File: src/rtl/pc_fetch_ctrl.sv
`default_nettype none
// ============================================================================
// Module   : pc_fetch_ctrl
// Brief    : Program counter sequencing and instruction-fetch handshake for
//            the single-issue core. Next-PC priority: reset, redirect, halt,
//            stall, sequential. Squashes in-flight fetches on redirect and
//            parks the core on HLT until reset.
//            Optional macro PC_FETCH_CTRL_PERF_EN adds stall/drain counters.
// Revision : 1.0 - initial release
// ============================================================================
module pc_fetch_ctrl #(
    parameter logic [15:0] RESET_VEC = 16'h0000,
    parameter int          PC_W      = 16       // fixed at 16 for this core
) (
    input  logic            clk,
    input  logic            rst,          // synchronous, active-low
    input  logic            stall,
    input  logic            redirect,
    input  logic [PC_W-1:0] redirect_pc,
    input  logic            hlt_req,
    input  logic            imem_rdy,
    output logic            imem_req,
    output logic [PC_W-1:0] imem_addr,
    output logic            instr_valid,
    output logic [PC_W-1:0] pc_out,
    output logic [PC_W-1:0] pc_plus2,
`ifdef PC_FETCH_CTRL_PERF_EN
    output logic [15:0]     stall_cycles,
    output logic [15:0]     drain_cycles,
`endif
    output logic            halted
);

    typedef enum logic [1:0] {
        ST_FETCH  = 2'd0,
        ST_DRAIN  = 2'd1,
        ST_HALTED = 2'd2
    } state_t;

    localparam logic [PC_W-1:0] c_pc_step = PC_W'(2);

    state_t          r_state;
    state_t          w_state_nx;
    logic [PC_W-1:0] r_pc;
    logic [PC_W-1:0] w_pc_nx;
    logic            w_in_fetch;
    logic            w_unused_redirect_lsb;

    // Instructions are halfword aligned, so the redirect LSB carries no
    // information and is dropped when the target is loaded.
    assign w_unused_redirect_lsb = redirect_pc[0];

    // Combinational handshake and PC views.
    assign w_in_fetch  = (r_state == ST_FETCH);
    assign imem_req    = rst & w_in_fetch;
    assign instr_valid = rst & w_in_fetch & imem_rdy & ~stall & ~redirect;
    assign imem_addr   = r_pc;
    assign pc_out      = r_pc;
    assign pc_plus2    = r_pc + c_pc_step;
    assign halted      = (r_state == ST_HALTED);

    // State and PC register; reset returns to FETCH at the reset vector.
    always_ff @(posedge clk) begin
        if (!rst) begin
            r_state <= ST_FETCH;
            r_pc    <= RESET_VEC[PC_W-1:0];
        end else begin
            r_state <= w_state_nx;
            r_pc    <= w_pc_nx;
        end
    end

    // Next-state and next-PC selection.
    always_comb begin
        w_state_nx = r_state;
        w_pc_nx    = r_pc;
        case (r_state)
            ST_FETCH: begin
                if (redirect) begin
                    // A pending fetch (rdy low) must still be absorbed before
                    // a new request can be issued, hence DRAIN.
                    w_pc_nx    = {redirect_pc[PC_W-1:1], 1'b0};
                    w_state_nx = imem_rdy ? ST_FETCH : ST_DRAIN;
                end else if (instr_valid && hlt_req) begin
                    w_state_nx = ST_HALTED;
                end else if (instr_valid) begin
                    w_pc_nx = r_pc + c_pc_step;
                end
            end
            ST_DRAIN: begin
                if (imem_rdy) begin
                    w_state_nx = ST_FETCH;
                end
            end
            ST_HALTED: begin
                w_state_nx = ST_HALTED;
            end
            default: begin
                w_state_nx = ST_FETCH;
            end
        endcase
    end

`ifdef PC_FETCH_CTRL_PERF_EN
    logic [15:0] r_stall_cycles;
    logic [15:0] r_drain_cycles;

    // Saturating performance counters; HALTED matches neither condition so
    // both counters freeze there.
    always_ff @(posedge clk) begin
        if (!rst) begin
            r_stall_cycles <= 16'h0000;
            r_drain_cycles <= 16'h0000;
        end else begin
            if (w_in_fetch && imem_req && !instr_valid && !redirect &&
                (r_stall_cycles != 16'hFFFF)) begin
                r_stall_cycles <= r_stall_cycles + 16'd1;
            end
            if ((r_state == ST_DRAIN) && (r_drain_cycles != 16'hFFFF)) begin
                r_drain_cycles <= r_drain_cycles + 16'd1;
            end
        end
    end

    assign stall_cycles = r_stall_cycles;
    assign drain_cycles = r_drain_cycles;
`else
    // Performance counters not built.
`endif

endmodule
`default_nettype wire

File: config.mk
export PLATFORM = sky130hd
export DESIGN_NAME = pc_fetch_ctrl
export DESIGN_NICKNAME = d
export VERILOG_FILES = /design/src/rtl/pc_fetch_ctrl.sv
export SDC_FILE = /design/constraint.sdc
export NUM_CORES = 1
export LEC_CHECK = 0
export ABC_AREA = 1
export BUFFER_PORTS_ARGS = -buffer_cell sky130_fd_sc_hd__clkbuf_2
export CORE_ASPECT_RATIO = 2
export CORE_UTILIZATION = 49
export CTS_CLUSTER_SIZE = 40
export DETAILED_ROUTE_END_ITERATION = 12
export PLACE_DENSITY = 0.86
export SLEW_MARGIN = 20
export SYNTH_ARGS = -nofsm -noshare
export SYNTH_HDL_FRONTEND = slang
export SYNTH_SLANG_ARGS = --single-unit
File: constraint.sdc
create_clock -name clk -period 3.89 [get_ports clk]
set_input_delay 0.1945 -clock clk [delete_from_list [all_inputs] [get_ports clk]]
set_output_delay 0.1945 -clock clk [all_outputs]
set_load 0.05 [all_outputs]
==> results of run 1 <==
[logic make-up after synthesis]
| group | Yosys count | synth area share |
|---|---|---|
| simple gates | 153 | 0.478 |
| fa+ha+maj | 1 | 0.00896 |
| compound gates | 19 | 0.0699 |
| flops | 17 | 0.244 |
| other cells | 1 | 0.00269 |
| xor+xnor | 3 | 0.0188 |
| buf+inv | 46 | 0.178 |
[final timing paths]
check / startpoint / end / slack, ps
worst max register to register: imem_addr[1] / imem_addr[5] / 2240
worst min-delay path: imem_rdy / r_state[0] / 240
worst max-delay path: imem_addr[1] / pc_plus2[5] / 1800
worst min register to register: imem_addr[4] / imem_addr[4] / 540
[area by class of cell]
class,instances,share of cell area
timing repair buffer,68,0.205
multi-input combinational,179,0.490
tap,29,0.0218
inverter,23,0.0519
sequential,17,0.205
clock buffer,4,0.0271
[worst max-delay path: stages (launching register included)]
cell      delay (ps)
dfxtp_1          430
ha_1             200
nand2_1          100
nor2_1           330
xor2_1           260
clkbuf_2         320
[synth_stat cells (all sizes together)]
cell	count	share of area
ha	1	0.0090
and2	5	0.022
buf	20	0.11
inv	23	0.062
nand4	5	0.033
a21oi	11	0.039
nand2	81	0.23
nand3	21	0.075
nor3	1	0.0036
conb	1	0.0027
o21ai	7	0.025
nor2	39	0.11
xor2	3	0.019
clkbuf	3	0.0081
dfxtp	17	0.24
a21boi	1	0.0054
or2	1	0.0045
[sequential cells by signal, summed over array words and instances (netlist names)]
register,flops
imem_addr,15
r_state,2
[per-layer routing]
| layer | vias to the layer above | share of wire | track usage |
|---|---|---|---|
| met4 | 0 | 0.024 | 0.0931 |
| met2 | 59 | 0.55 | 0.433 |
| met3 | 9 | 0.042 | 0.0200 |
| met5 | - | 0 | 0 |
| li1 | 832 | - | - |
| met1 | 735 | 0.38 | 0.282 |
[power by group through the flow]
| stage | combinational, W | sequential (W) | clock (W) |
|---|---|---|---|
| final | 0.000362 | 0.000219 | 0.000138 |
| after global routing | 0.000387 | 0.000224 | 0.000147 |
| after floorplan | 0.000259 | 0.000275 | 0 |
| after detailed placement | 0.000363 | 0.000223 | 0 |
| after global placement | 0.000359 | 0.000223 | 0 |
| after CTS | 0.000363 | 0.000219 | 0.000139 |
[stage by stage]
step,cells,cell area (um2),hold slack [ps]
CTS,320,1660,240
finish,320,1660,239
global route,320,1660,275
floorplan,242,1400,317
global placement,316,1620,499
detailed placement,316,1620,510
==> results_dict.tcl, run 1 <==
set metrics [dict create \
    outcome "finished, final reports clean" \
    dieWidth_um 39.7 \
    maxCapViolCount 0 \
    power_w 0.000719 \
    drtIter0Drc 64 \
    num_rows 27 \
    fin_nets 315 \
    h-tree-depth 1 \
    seq_power_share 0.305 \
    cts_tree "built" \
    area_growth_pct 19.1 \
    cts-hold-fix-buffers 0 \
    final_common_cell "nand2_1" \
    root_buffer "clkbuf_8" \
    slew_violations 0 \
    syn-cell-area_mm2 0.00140 \
    swShare 0.523 \
    synth_cell_types 23 \
    die_y_um 77.5 \
    net-switching-power_w 0.000376 \
    combPwrFrac 0.504 \
    tns_ps 0 \
    drive_gt1_frac 0.261 \
    period_share 0.537 \
    fin_crit_ps 2090 \
    synth.avg_cell_area_um2 5.82 \
    synth-seq-cells 17 \
    antenna_cells 0 \
    hold_depth 4 \
    rsz0062_at_grt "false" \
    post_cts_buffers 0 \
    cts-buffers-inserted 3 \
    place_hpwl_mm 2.65 \
    grt_pass1_wl_mm 5.69 \
    critPathArrivalTime_ps 1890 \
    coreArea_mm2 0.00274 \
    peakVddDrop_mv 0.282 \
    leakage_nw 0.929 \
    reg2reg_depth 6 \
    tightest_slew_ps 535 \
    drt-pass1-iter-count 4 \
    yosysWarnings 0 \
    p_per_area_mw_per_mm2 432 \
    io_pins 73 \
    cp_max_fo 7 \
    clock_power_share 0.191 \
    cts_resized 0 \
    final-seq-area_um2 340 \
    routabilityCongestion 0.789 \
    pre_cts_ws_ps 2120 \
    clockBufferDepth 2 \
    worst_slack_ps 1800 \
    avgRoutedWirePerCell_um 10.5 \
    drc_errors 0 \
    drt-total-wl_mm 3.37 \
    port_buffers 68 \
    clk_pin_slew_ps 70 \
    antenna_left 0 \
    hold_viol_final 0 \
    cp-end-kind "primary output" \
    dieArea_mm2 0.00308 \
    track_usage 0.246 \
    fin_util 0.608 \
    cp.required_ps 3700 \
    final_cell_mix "79 x nand2_1, 68 x clkbuf_2, 38 x nor2_1, 23 x inv_1, 21 x nand3_1" \
    antenna_found_initial 0 \
    critPathLaunchType "flip-flop" \
    cts_sinks 17 \
    fillers 288 \
    ys_seq_area_frac 0.244 \
    min_path_type "input pin to flip-flop" \
    slew_headroom 0.643 \
    p_int_w 0.000343 \
    finClkSkew_ps 1.76 \
    routed_via_density 5.11 \
    gr-total-overflow 0 \
    multi_input_area_um2 815 \
    setup_viol_count_final 0 \
    vias 1635 \
    fmax_mhz 479 \
    synth_cells 240 \
    clkLatencyLatePin_ps 250 \
    grt_pass1_vias 1388 \
    start_util 0.510 \
    grt_max_degree 22 \
    worstSetupPathType "flip-flop to primary output" \
]
(Power assumes the default switching activity.)
==> run 2, diff against run 1 <==
CORE_UTILIZATION = 41   (was 49)
PLACE_DENSITY = 0.77   (was 0.86)
clock period = 1.9 ns   (was 3.89 ns; I/O delays follow)
==> run 2 against run 1 <==
Register-to-register slack got worse by 1800 ps. Clock power grew 94%. Critical path depth increased by 1. Clock skew about the same. Non-clock buffer count grew 4. Critical endpoint is now pc_plus2[13]. Highest routed layer unchanged. Critical path type unchanged. Design area increased by 6.0%.
==> results_dict.tcl, run 2 (synthesis gave the netlist of run 1 again) <==
set metrics [dict create \
    cp_max_fo 7 \
    cpPeakStageDelay_ps 390 \
    period_share 0.925 \
    antenna_cells 0 \
    clkLatencyLatePin_ps 250 \
    maxCapViolCount 0 \
    reg2reg_from "imem_addr[1]" \
    leakage_nw 0.955 \
    h-tree-depth 1 \
    critPathArrivalTime_ps 1660 \
    antenna_found_initial 0 \
    vias 1600 \
    fmax_mhz 569 \
    path_cells "ha_1 -> nand2_2 -> nor2_4 -> nand4_1 -> nand2_2 -> buf_2" \
    rsz0062_at_grt "false" \
    largest_reg_flops 15 \
    antenna_left 0 \
    dieWidth_um 43.3 \
    cpMostUsedCell "nand2_2" \
    hold_viol_final 0 \
    drc_errors 0 \
    r2r_slack_ps 460 \
    cp-end-kind "primary output" \
    cts_sinks 17 \
    port_buffers 68 \
    die_y_um 84.5 \
    place_hpwl_mm 2.87 \
    coreArea_mm2 0.00319 \
    io_pins 73 \
    num_rows 29 \
    slew_violations 0 \
    clk_pin_slew_ps 60 \
    drive_gt1_frac 0.319 \
    reg2reg_depth 8 \
    drt-pass1-iter-count 4 \
    critPathSlowestCell "dfxtp_2" \
    worst_slack_ps 143 \
    start_util 0.437 \
    crit_family "simple AND/OR/NAND/NOR gates" \
    fin_nets 319 \
    path_depth 6 \
    root_buffer "clkbuf_8" \
    outcome "finished, final reports clean" \
    post_cts_buffers 0 \
    setup_viol_count_final 0 \
    tns_ps 0 \
    gr-total-overflow 0 \
    grt_max_degree 21 \
    r2r-end "imem_addr[13]" \
    peakVddDrop_mv 0.486 \
    clockBufferDepth 2 \
    drtIter0Drc 20 \
    dieArea_mm2 0.00366 \
    cp.required_ps 1800 \
    pre_cts_ws_ps 265 \
    area_growth_pct 26.3 \
    cp.buffers_inverters 1 \
    cts-buffers-inserted 3 \
    drt-total-wl_mm 3.61 \
    critPathLaunchType "flip-flop" \
    grt_pass1_vias 1498 \
    cts_tree "built" \
    finClkSkew_ps 1.53 \
    avgRoutedWirePerCell_um 11.1 \
    grt_pass1_wl_mm 6.10 \
    fin_crit_ps 1760 \
    crit_start "imem_addr[1]" \
    worstSetupPathType "flip-flop to primary output" \
    final_common_cell "nand2_1" \
    track_usage 0.211 \
    crit_path_end "pc_plus2[13]" \
    final_cell_mix "77 x nand2_1, 65 x clkbuf_2, 33 x nor2_1, 23 x inv_1, 21 x nand3_1" \
    routabilityCongestion 0.872 \
    min_path_type "input pin to flip-flop" \
    routed_via_density 4.91 \
    p_per_area_mw_per_mm2 842 \
]
## run 2: changes by cell type in the layout (fill, tap and decap cells not counted), moves of 3 or more
cell      delta
dfxtp_1      -5
dfxtp_2      +5
nor2_1       -5
buf_4        +4
clkbuf_2     -3
nor2_4       +3
## run 2: worst min path at each step
stage,slack (ps),endpoint,from,depth (start not counted)
after CTS,150,r_state[0],imem_rdy,4
after detailed placement,410,r_state[0],imem_rdy,4
after global placement,410,imem_addr[7],redirect_pc[7],5
after global routing,180,r_state[0],imem_rdy,4
final,150,r_state[0],imem_rdy,4
after floorplan,210,imem_addr[5],rst,2
## run 2: worst register-to-register path, cell delays in order, from the launching register on
cell and delay (ps):
dfxtp_2 390, ha_1 190, nand2_2 120, nor2_4 230, nand3_1 110, nand2_1 90, nand2_2 50, a21oi_1 120
nor2_1 50
## run 2: metal layers
layer	vias up	GRT usage	part of all wire
li1	835	-	-
met1	694	0.223	0.37
met2	61	0.393	0.55
met3	10	0.0194	0.053
met4	0	0.0964	0.029
met5	-	0	0
## run 2: where the power goes
group | leakage (nW) | internal [W] | switching, W
Combinational | 0.790 | 0.000173 | 0.000588
Sequential | 0.142 | 0.000397 | 0.0000591
Clock | 0.0228 | 0.000149 | 0.000120
## run 2: layout make-up
class,count,area [um2]
Clock buffer,4,45.0
Fill cell,350,1430
Multi-Input combinational cell,179,873
Timing Repair Buffer,72,373
Inverter,23,86.3
Sequential cell,17,347
Tap cell,31,38.8
## run 2: repair_timing
action | CTS | global route
hold buffers | 0 | 0
pin swaps | 0 | 1
resized for setup | 1 | 9
endpoints found under the hold margin | 0 | 0
endpoints found under the setup margin | 1 | 5
## run 2: metrics by stage
stage / util / power, W / cell area (um2) / instances / hold slack [ps]
3_5_place_dp: 0.530 / 0.00123 / 1690 / 322 / 413
5_1_grt: 0.552 / 0.00157 / 1760 / 326 / 184
2_1_floorplan: - / 0.00110 / 1450 / 242 / 210
4_1_cts: 0.545 / 0.00149 / 1740 / 326 / 148
3_3_place_gp: 0.530 / 0.00122 / 1690 / 322 / 406
6_report: 0.552 / 0.00148 / 1760 / 326 / 151
